**config.mk**
```make
export PLATFORM = sky130hd
export DESIGN_NAME = frame_xfer_decimator
export DESIGN_NICKNAME = d
export VERILOG_FILES = /design/src/rtl/frame_xfer_decimator.sv
export SDC_FILE = /design/constraint.sdc
export NUM_CORES = 1
export LEC_CHECK = 0
export ABC_CLOCK_PERIOD_IN_PS = 3300
export CAP_MARGIN = 0
export CORE_MARGIN = 2
export CORE_UTILIZATION = 40
export CTS_CLUSTER_SIZE = 24
export DETAILED_ROUTE_END_ITERATION = 16
export MAX_ROUTING_LAYER = met4
export PLACE_DENSITY = 0.58
export SYNTH_ARGS = -nofsm -noshare
export SYNTH_HDL_FRONTEND = slang
export SYNTH_SLANG_ARGS = --single-unit
```
**constraint.sdc**
```tcl
create_clock -name clk -period 3.3 [get_ports clk]
set_input_delay 0.66 -clock clk [delete_from_list [all_inputs] [get_ports clk]]
set_output_delay 0.66 -clock clk [all_outputs]
set_load 0.01 [all_outputs]
```
**src/rtl/frame_xfer_decimator.sv**
```systemverilog
// Copies a finished capture frame out of BRAM with temporal and spatial
// decimation, tracking BRAM read latency and honouring consumer backpressure.
module frame_xfer_decimator #(
  parameter int ADDR_W   = 17,
  parameter int PIX_W    = 16,
  parameter int H_ACTIVE = 320,
  parameter int V_ACTIVE = 240,
  parameter int RD_LAT   = 2,
  parameter int SKIP_W   = 16
) (
  input  logic              clk,
  input  logic              resetn,
  input  logic              enable,
  input  logic [ADDR_W-1:0] cap_addr,
  input  logic [SKIP_W-1:0] frame_skip,
  input  logic [3:0]        h_step,
  input  logic [3:0]        v_step,
  output logic [ADDR_W-1:0] bram_addr,
  input  logic [PIX_W-1:0]  bram_data,
  output logic [ADDR_W-1:0] out_addr,
  output logic [PIX_W-1:0]  out_pixel,
  output logic              out_valid,
  input  logic              out_ready,
  output logic              out_sof,
  output logic              out_eol,
  output logic              busy,
  output logic              frame_done,
  output logic [SKIP_W-1:0] overrun_cnt
);

  localparam int DEPTH = RD_LAT + 2;
  localparam int CW    = 4;
  localparam int PW    = $clog2(DEPTH);
  localparam int XW    = $clog2(H_ACTIVE + 16) + 1;
  localparam int YW    = $clog2(V_ACTIVE + 16) + 1;
  localparam logic [ADDR_W-1:0] LAST_A =
    ADDR_W'(H_ACTIVE * V_ACTIVE - 1);

  typedef enum logic [1:0] {
    S_IDLE,
    S_ARM,
    S_XFER,
    S_DRAIN
  } state_t;

  state_t            r_state;
  logic              r_cap_last;
  logic [SKIP_W-1:0] r_skip_cnt;
  logic [SKIP_W-1:0] r_skip;
  logic [3:0]        r_h;
  logic [3:0]        r_v;
  logic [XW-1:0]     r_x;
  logic [YW-1:0]     r_y;
  logic [ADDR_W-1:0] r_row;
  logic [ADDR_W-1:0] r_rstep;
  logic [ADDR_W-1:0] r_bram_addr;
  logic [ADDR_W-1:0] r_oaddr;
  logic [SKIP_W-1:0] r_ovr;
  logic              r_done;

  logic [CW-1:0]     r_infl;
  logic [CW-1:0]     r_fcnt;
  logic [PW-1:0]     r_wp;
  logic [PW-1:0]     r_rp;
  logic [PIX_W-1:0]  r_mem_p [DEPTH];
  logic              r_mem_e [DEPTH];
  logic [RD_LAT-1:0] r_pend;
  logic [RD_LAT-1:0] r_peol;

  logic              w_cap_end;
  logic              w_fe;
  logic [4:0]        w_hinc;
  logic [4:0]        w_vinc;
  logic [XW-1:0]     w_xn;
  logic [YW-1:0]     w_yn;
  logic              w_wrap;
  logic              w_lastln;
  logic              w_space;
  logic              w_issue;
  logic              w_arr;
  logic              w_valid;
  logic              w_pop;
  logic              w_drained;
  logic              w_busy;
  logic              w_armctx;
  logic              w_afe;
  logic              w_go;
  logic              w_ovr_ev;

  assign w_cap_end = (cap_addr == LAST_A);
  assign w_fe      = w_cap_end && !r_cap_last;

  assign w_hinc   = {1'b0, r_h} + 5'd1;
  assign w_vinc   = {1'b0, r_v} + 5'd1;
  assign w_xn     = r_x + XW'(w_hinc);
  assign w_yn     = r_y + YW'(w_vinc);
  assign w_wrap   = (w_xn >= XW'(H_ACTIVE));
  assign w_lastln = (w_yn >= YW'(V_ACTIVE));

  // Reads in flight reserve FIFO slots so an arrival never overflows.
  assign w_space = ((r_fcnt + r_infl) < CW'(DEPTH));
  assign w_issue = (r_state == S_XFER) && w_space;
  assign w_arr   = r_pend[RD_LAT-1];
  assign w_valid = (r_fcnt != '0);
  assign w_pop   = w_valid && out_ready;

  assign w_drained = (r_infl == '0) && (r_fcnt == '0);
  assign w_busy    = (r_state == S_XFER) || (r_state == S_DRAIN);

  // The drain-exit cycle behaves like ARM for frame-end handling.
  assign w_armctx = enable &&
    ((r_state == S_ARM) ||
     ((r_state == S_DRAIN) && w_drained));
  assign w_afe    = w_armctx && w_fe;
  assign w_go     = w_afe && (r_skip_cnt == r_skip);
  assign w_ovr_ev = w_fe && w_busy && !w_afe;

  function automatic logic [PW-1:0] ptr_nxt(
    input logic [PW-1:0] p
  );
    return (p == PW'(DEPTH - 1)) ? '0 : p + 1'b1;
  endfunction

  always_ff @(posedge clk or negedge resetn) begin
    if (!resetn) begin
      r_state     <= S_IDLE;
      r_cap_last  <= 1'b0;
      r_skip_cnt  <= '0;
      r_skip      <= '0;
      r_h         <= '0;
      r_v         <= '0;
      r_x         <= '0;
      r_y         <= '0;
      r_row       <= '0;
      r_rstep     <= '0;
      r_bram_addr <= '0;
      r_oaddr     <= '0;
      r_ovr       <= '0;
      r_done      <= 1'b0;
    end else begin
      r_cap_last <= w_cap_end;
      r_done     <= 1'b0;
      if (w_ovr_ev && (r_ovr != '1))
        r_ovr <= r_ovr + 1'b1;
      if (w_pop)
        r_oaddr <= r_oaddr + 1'b1;

      unique case (r_state)
        S_IDLE: begin
          if (enable) begin
            r_state    <= S_ARM;
            r_skip_cnt <= '0;
          end
        end
        S_ARM: begin
          if (!enable)
            r_state <= S_IDLE;
          else if (w_fe && !w_go)
            r_skip_cnt <= r_skip_cnt + 1'b1;
        end
        S_XFER: begin
          if (w_issue) begin
            if (w_wrap) begin
              r_x         <= '0;
              r_y         <= w_yn;
              r_row       <= r_row + r_rstep;
              r_bram_addr <= r_row + r_rstep;
              if (w_lastln) begin
                r_state     <= S_DRAIN;
                r_bram_addr <= '0;
              end
            end else begin
              r_x         <= w_xn;
              r_bram_addr <= r_bram_addr + ADDR_W'(w_hinc);
            end
          end
        end
        S_DRAIN: begin
          if (w_drained) begin
            r_done  <= 1'b1;
            r_state <= enable ? S_ARM : S_IDLE;
            if (w_afe && !w_go)
              r_skip_cnt <= r_skip_cnt + 1'b1;
          end
        end
        default: r_state <= S_IDLE;
      endcase

      if (w_go) begin
        r_state     <= S_XFER;
        r_skip_cnt  <= '0;
        r_skip      <= frame_skip;
        r_h         <= h_step;
        r_v         <= v_step;
        r_rstep     <= ADDR_W'((int'(v_step) + 1) * H_ACTIVE);
        r_x         <= '0;
        r_y         <= '0;
        r_row       <= '0;
        r_bram_addr <= '0;
        r_oaddr     <= '0;
      end
    end
  end

  always_ff @(posedge clk or negedge resetn) begin
    if (!resetn) begin
      r_pend <= '0;
      r_peol <= '0;
      r_infl <= '0;
      r_fcnt <= '0;
      r_wp   <= '0;
      r_rp   <= '0;
      for (int i = 0; i < DEPTH; i++) begin
        r_mem_p[i] <= '0;
        r_mem_e[i] <= 1'b0;
      end
    end else begin
      r_pend[0] <= w_issue;
      r_peol[0] <= w_issue && w_wrap;
      for (int i = 1; i < RD_LAT; i++) begin
        r_pend[i] <= r_pend[i-1];
        r_peol[i] <= r_peol[i-1];
      end

      unique case ({w_issue, w_arr})
        2'b10:   r_infl <= r_infl + 1'b1;
        2'b01:   r_infl <= r_infl - 1'b1;
        default: r_infl <= r_infl;
      endcase

      if (w_arr) begin
        r_mem_p[r_wp] <= bram_data;
        r_mem_e[r_wp] <= r_peol[RD_LAT-1];
        r_wp          <= ptr_nxt(r_wp);
      end
      if (w_pop)
        r_rp <= ptr_nxt(r_rp);

      unique case ({w_arr, w_pop})
        2'b10:   r_fcnt <= r_fcnt + 1'b1;
        2'b01:   r_fcnt <= r_fcnt - 1'b1;
        default: r_fcnt <= r_fcnt;
      endcase
    end
  end

  assign bram_addr   = r_bram_addr;
  assign out_addr    = r_oaddr;
  assign out_valid   = w_valid;
  assign out_pixel   = w_valid ? r_mem_p[r_rp] : '0;
  assign out_eol     = w_valid && r_mem_e[r_rp];
  assign out_sof     = w_valid && (r_oaddr == '0);
  assign busy        = w_busy;
  assign frame_done  = r_done;
  assign overrun_cnt = r_ovr;

endmodule

```
==> metrics <==
setup repair after global routing missed its margin=true; area growth from synthesis to layout=23.6%; most common flop cell mapped by yosys=sky130_fd_sc_hd__dfrtp_1; Max-slew headroom=39.0%; Die Width=173 µm; share of synthesized cell area in full adder, half adder and majority cells=6.23%; synth unique cells=76; pin count of the biggest net entering global routing=82; via count of the first global-routing pass=8335; placed standard-cell area=0.0133 mm²; clock tree from TritonCTS=built; synthesized cell area=0.0115 mm²; antenna violations before repair=0; number of nets in the synthesized netlist=1211; total congestion overflow after global routing=0; total die area=0.0301 mm²; slew at the pin closest to its max-slew limit=0.913 ns; worst reg2reg path startpoint=r_h[0]; Final TNS setup=0 ns; proportion of synthesized area in mux cells=11.3%; xor/xnor share of the synthesized area=5.64%; Iter 0 DRT Violations=498; Worst IR Drop VDD=0.000381 V; Synthesis Warnings=0; Max H-tree Level=1; DR vias=8478; final-report setup violation count=0; Site Rows=62; cell types with the largest area share after synthesis=sky130_fd_sc_hd__dfrtp_1 (47%), sky130_fd_sc_hd__mux2_2 (6.9%), sky130_fd_sc_hd__nand2_1 (5.2%), sky130_fd_sc_hd__ha_1 (5.0%), sky130_fd_sc_hd__mux4_2 (3.3%); Post-Synth Simple-Gate Area=16.9%; final hold violations=0; root buf cell=sky130_fd_sc_hd__clkbuf_16; Critical Path Fanout Max=15; Initial Util=40.4%; top cell types by occurrence after synthesis=sky130_fd_sc_hd__dfrtp_1 (216), sky130_fd_sc_hd__nand2_1 (158), sky130_fd_sc_hd__mux2_2 (70), sky130_fd_sc_hd__o21ai_0 (64), sky130_fd_sc_hd__nand3_1 (56); sequential cell area fraction in the yosys report=47.0%; period utilisation layout=95.2%; Avg Synthesized Cell Area=10.5 µm²; static leakage=6.46 nW; first-pass GRT wire length=43.9 mm; asr flop ratio synth=100%; Antenna Violating Nets Remaining=0; HPWL after DPL=18.4 mm; final weighted congestion in routability-driven placement=0.817; pre-CTS worst setup slack=0.179 ns; cell taking the most area after synthesis=sky130_fd_sc_hd__dfrtp_1; run status=finished clean; die height=173 µm; shortest period the worst path allows=3.14 ns; Core Area=0.0285 mm²; diodes inserted=0; IO buf count=131; count of clock tree sinks=216; Worst-path clk slew=0.06 ns; first drt pass iteration count=4; number of instances in the synthesized netlist=1097; routed wire length=26.4 mm; Tot GR Track Use=18.2%; fraction of the mapped netlist area in compound gates=9.94%; detail-routed via count per cell=5.17; Max Clk Rate=0.318 GHz; count of max-cap constraint violations=0; layout net count=1352; wire length per cell after detailed routing=16.1 µm; worst-skew pair later-pin latency=0.52 ns; Required @ worst endpoint=3.74 ns; data arrival time of the worst path=3.58 ns; number of CTS-inserted buffers=25; dominant combinational cell family by area after synthesis=simple AND/OR/NAND/NOR gates; clk buf depth=3; Post CTS Setup Buffer Count=0; CP Launch Point=r_h[0]; I/O pin cnt=132; CP startpoint kind=flop; total DRC errors in the routed layout=0; total non-filler cell area in the finished layout=0.0142 mm²; share of post-route cells with drive strength above 1=14.2%; Clock Skews=0.00636 ns; worst min path class=primary input to async pin; number of pins exceeding their max-slew limit in the final report=0; Post-synth EDFFs=0; startpoint-to-endpoint class of the critical path=flop to flop; share of the synthesized area in the top cell type=47.0%; reg-to-reg slack, setup=0.16 ns; utilization after layout=49.9%; Power Density=781 mW/mm²; most frequent cell after synthesis=sky130_fd_sc_hd__dfrtp_1; final setup margin=0.158 ns; CP endpoint kind=flop; Yosys reg bits=216
-- layout make-up --
class,count,area [µm²]
well taps,384,480
clock buffers,35,723
multi-input cells,800,5760
repair buffers,152,1540
inverters,43,161
fillers,2661,14300
clock inverters,10,131
flip-flops and latches,216,5410
-- per-stage QoR --
step           hold slack [ns]  power [mW]  std cells
2_1_floorplan            0.331        6.73       1097
3_3_place_gp             0.342        8.24       1595
3_5_place_dp             0.346        8.31       1595
4_1_cts                 0.0160        11.2       1640
5_1_grt                 0.0316        11.9       1640
6_report                0.0244        11.1       1640
-- critical path: stages (launching register included) --
cell	delay, ns
sky130_fd_sc_hd__dfrtp_1	0.40
sky130_fd_sc_hd__ha_1	0.34
sky130_fd_sc_hd__inv_1	0.10
sky130_fd_sc_hd__fa_1	0.43
sky130_fd_sc_hd__and2b_1	0.24
sky130_fd_sc_hd__o2111ai_2	0.15
sky130_fd_sc_hd__a21bo_2	0.26
sky130_fd_sc_hd__and3_4	0.19
sky130_fd_sc_hd__o31ai_4	0.26
sky130_fd_sc_hd__inv_2	0.18
sky130_fd_sc_hd__mux2_1	0.35
sky130_fd_sc_hd__mux2i_1	0.14
-- placed cells by master (no fill, tap or decap), types with 6 or more instances in the layout --
| master | netlist | final |
|---|---|---|
| sky130_fd_sc_hd__a21o_1 | 14 | 14 |
| sky130_fd_sc_hd__a21oi_1 | 37 | 37 |
| sky130_fd_sc_hd__and2_1 | 25 | 25 |
| sky130_fd_sc_hd__and3_1 | 18 | 18 |
| sky130_fd_sc_hd__buf_4 | 4 | 15 |
| sky130_fd_sc_hd__clkbuf_16 | 0 | 25 |
| sky130_fd_sc_hd__clkbuf_8 | 0 | 6 |
| sky130_fd_sc_hd__clkdlybuf4s50_1 | 0 | 130 |
| sky130_fd_sc_hd__dfrtp_1 | 216 | 216 |
| sky130_fd_sc_hd__fa_1 | 7 | 7 |
| sky130_fd_sc_hd__ha_1 | 46 | 46 |
| sky130_fd_sc_hd__inv_1 | 40 | 40 |
| sky130_fd_sc_hd__mux2_2 | 70 | 70 |
| sky130_fd_sc_hd__mux2i_1 | 8 | 8 |
| sky130_fd_sc_hd__mux4_2 | 17 | 17 |
| sky130_fd_sc_hd__nand2_1 | 158 | 158 |
| sky130_fd_sc_hd__nand3_1 | 56 | 56 |
| sky130_fd_sc_hd__nand4_1 | 22 | 22 |
| sky130_fd_sc_hd__nor2_1 | 54 | 54 |
| sky130_fd_sc_hd__nor3_1 | 19 | 19 |
| sky130_fd_sc_hd__o211ai_1 | 8 | 8 |
| sky130_fd_sc_hd__o21ai_0 | 64 | 63 |
| sky130_fd_sc_hd__o31ai_1 | 9 | 9 |
| sky130_fd_sc_hd__or3_1 | 10 | 10 |
| sky130_fd_sc_hd__xnor2_1 | 41 | 41 |
| sky130_fd_sc_hd__xor2_1 | 33 | 33 |
-- where the power goes --
part | internal, mW | switching (mW)
sequential | 3.44 | 0.660
combinational | 2.26 | 1.87
clock | 1.76 | 1.10
total | 7.46 | 3.63
-- registers in the layout, summed over array words and instances (netlist names) --
name	cells
bram_addr	17
r_mem_p	64
r_infl	4
out_addr	17
overrun_cnt	16
r_wp	2
r_peol	2
r_rstep	8
r_x	10
r_v	4
r_rp	2
frame_done	1
r_h	4
r_cap_last	1
r_state	2
r_skip_cnt	16
r_y	9
r_mem_e	4
r_fcnt	4
r_row	11
r_pend	2
r_skip	16
-- cell families after synthesis --
group / Yosys count
AOI/OAI and AO/OA: 176
adders and majority gates: 53
buffers and inverters: 81
and+or+nand+nor: 398
DFF: 216
xor gates and xnor gates: 74
muxes: 99
-- what timing repair did --
action / CTS / global route
endpoints found under the setup margin: 0 / 14
hold buffers: 0 / 0
resized for setup: 0 / 3
-- layer usage --
layer	wire length (µm)	part of all wire [%]	track usage, %	vias to the layer above
met2	12200	46	28.7	154
li1	-	-	-	4159
met4	673	2.5	5.05	0
met5	0	0	-	-
met1	12700	48	24.7	4122
met3	884	3.3	2.32	43
-- final timing paths --
| check | to | cells past startpoint |
|---|---|---|
| min in group clk | r_pend[1] | 0 |
| max reg2reg | r_y[4] | 11 |
| max in group asynchronous | out_addr[15] | 2 |
| min reg2reg | r_pend[1] | 0 |
| max | r_y[4] | 11 |
| min | r_mem_p[32] | 1 |
Note: power is estimated with default switching activity, not from simulation.
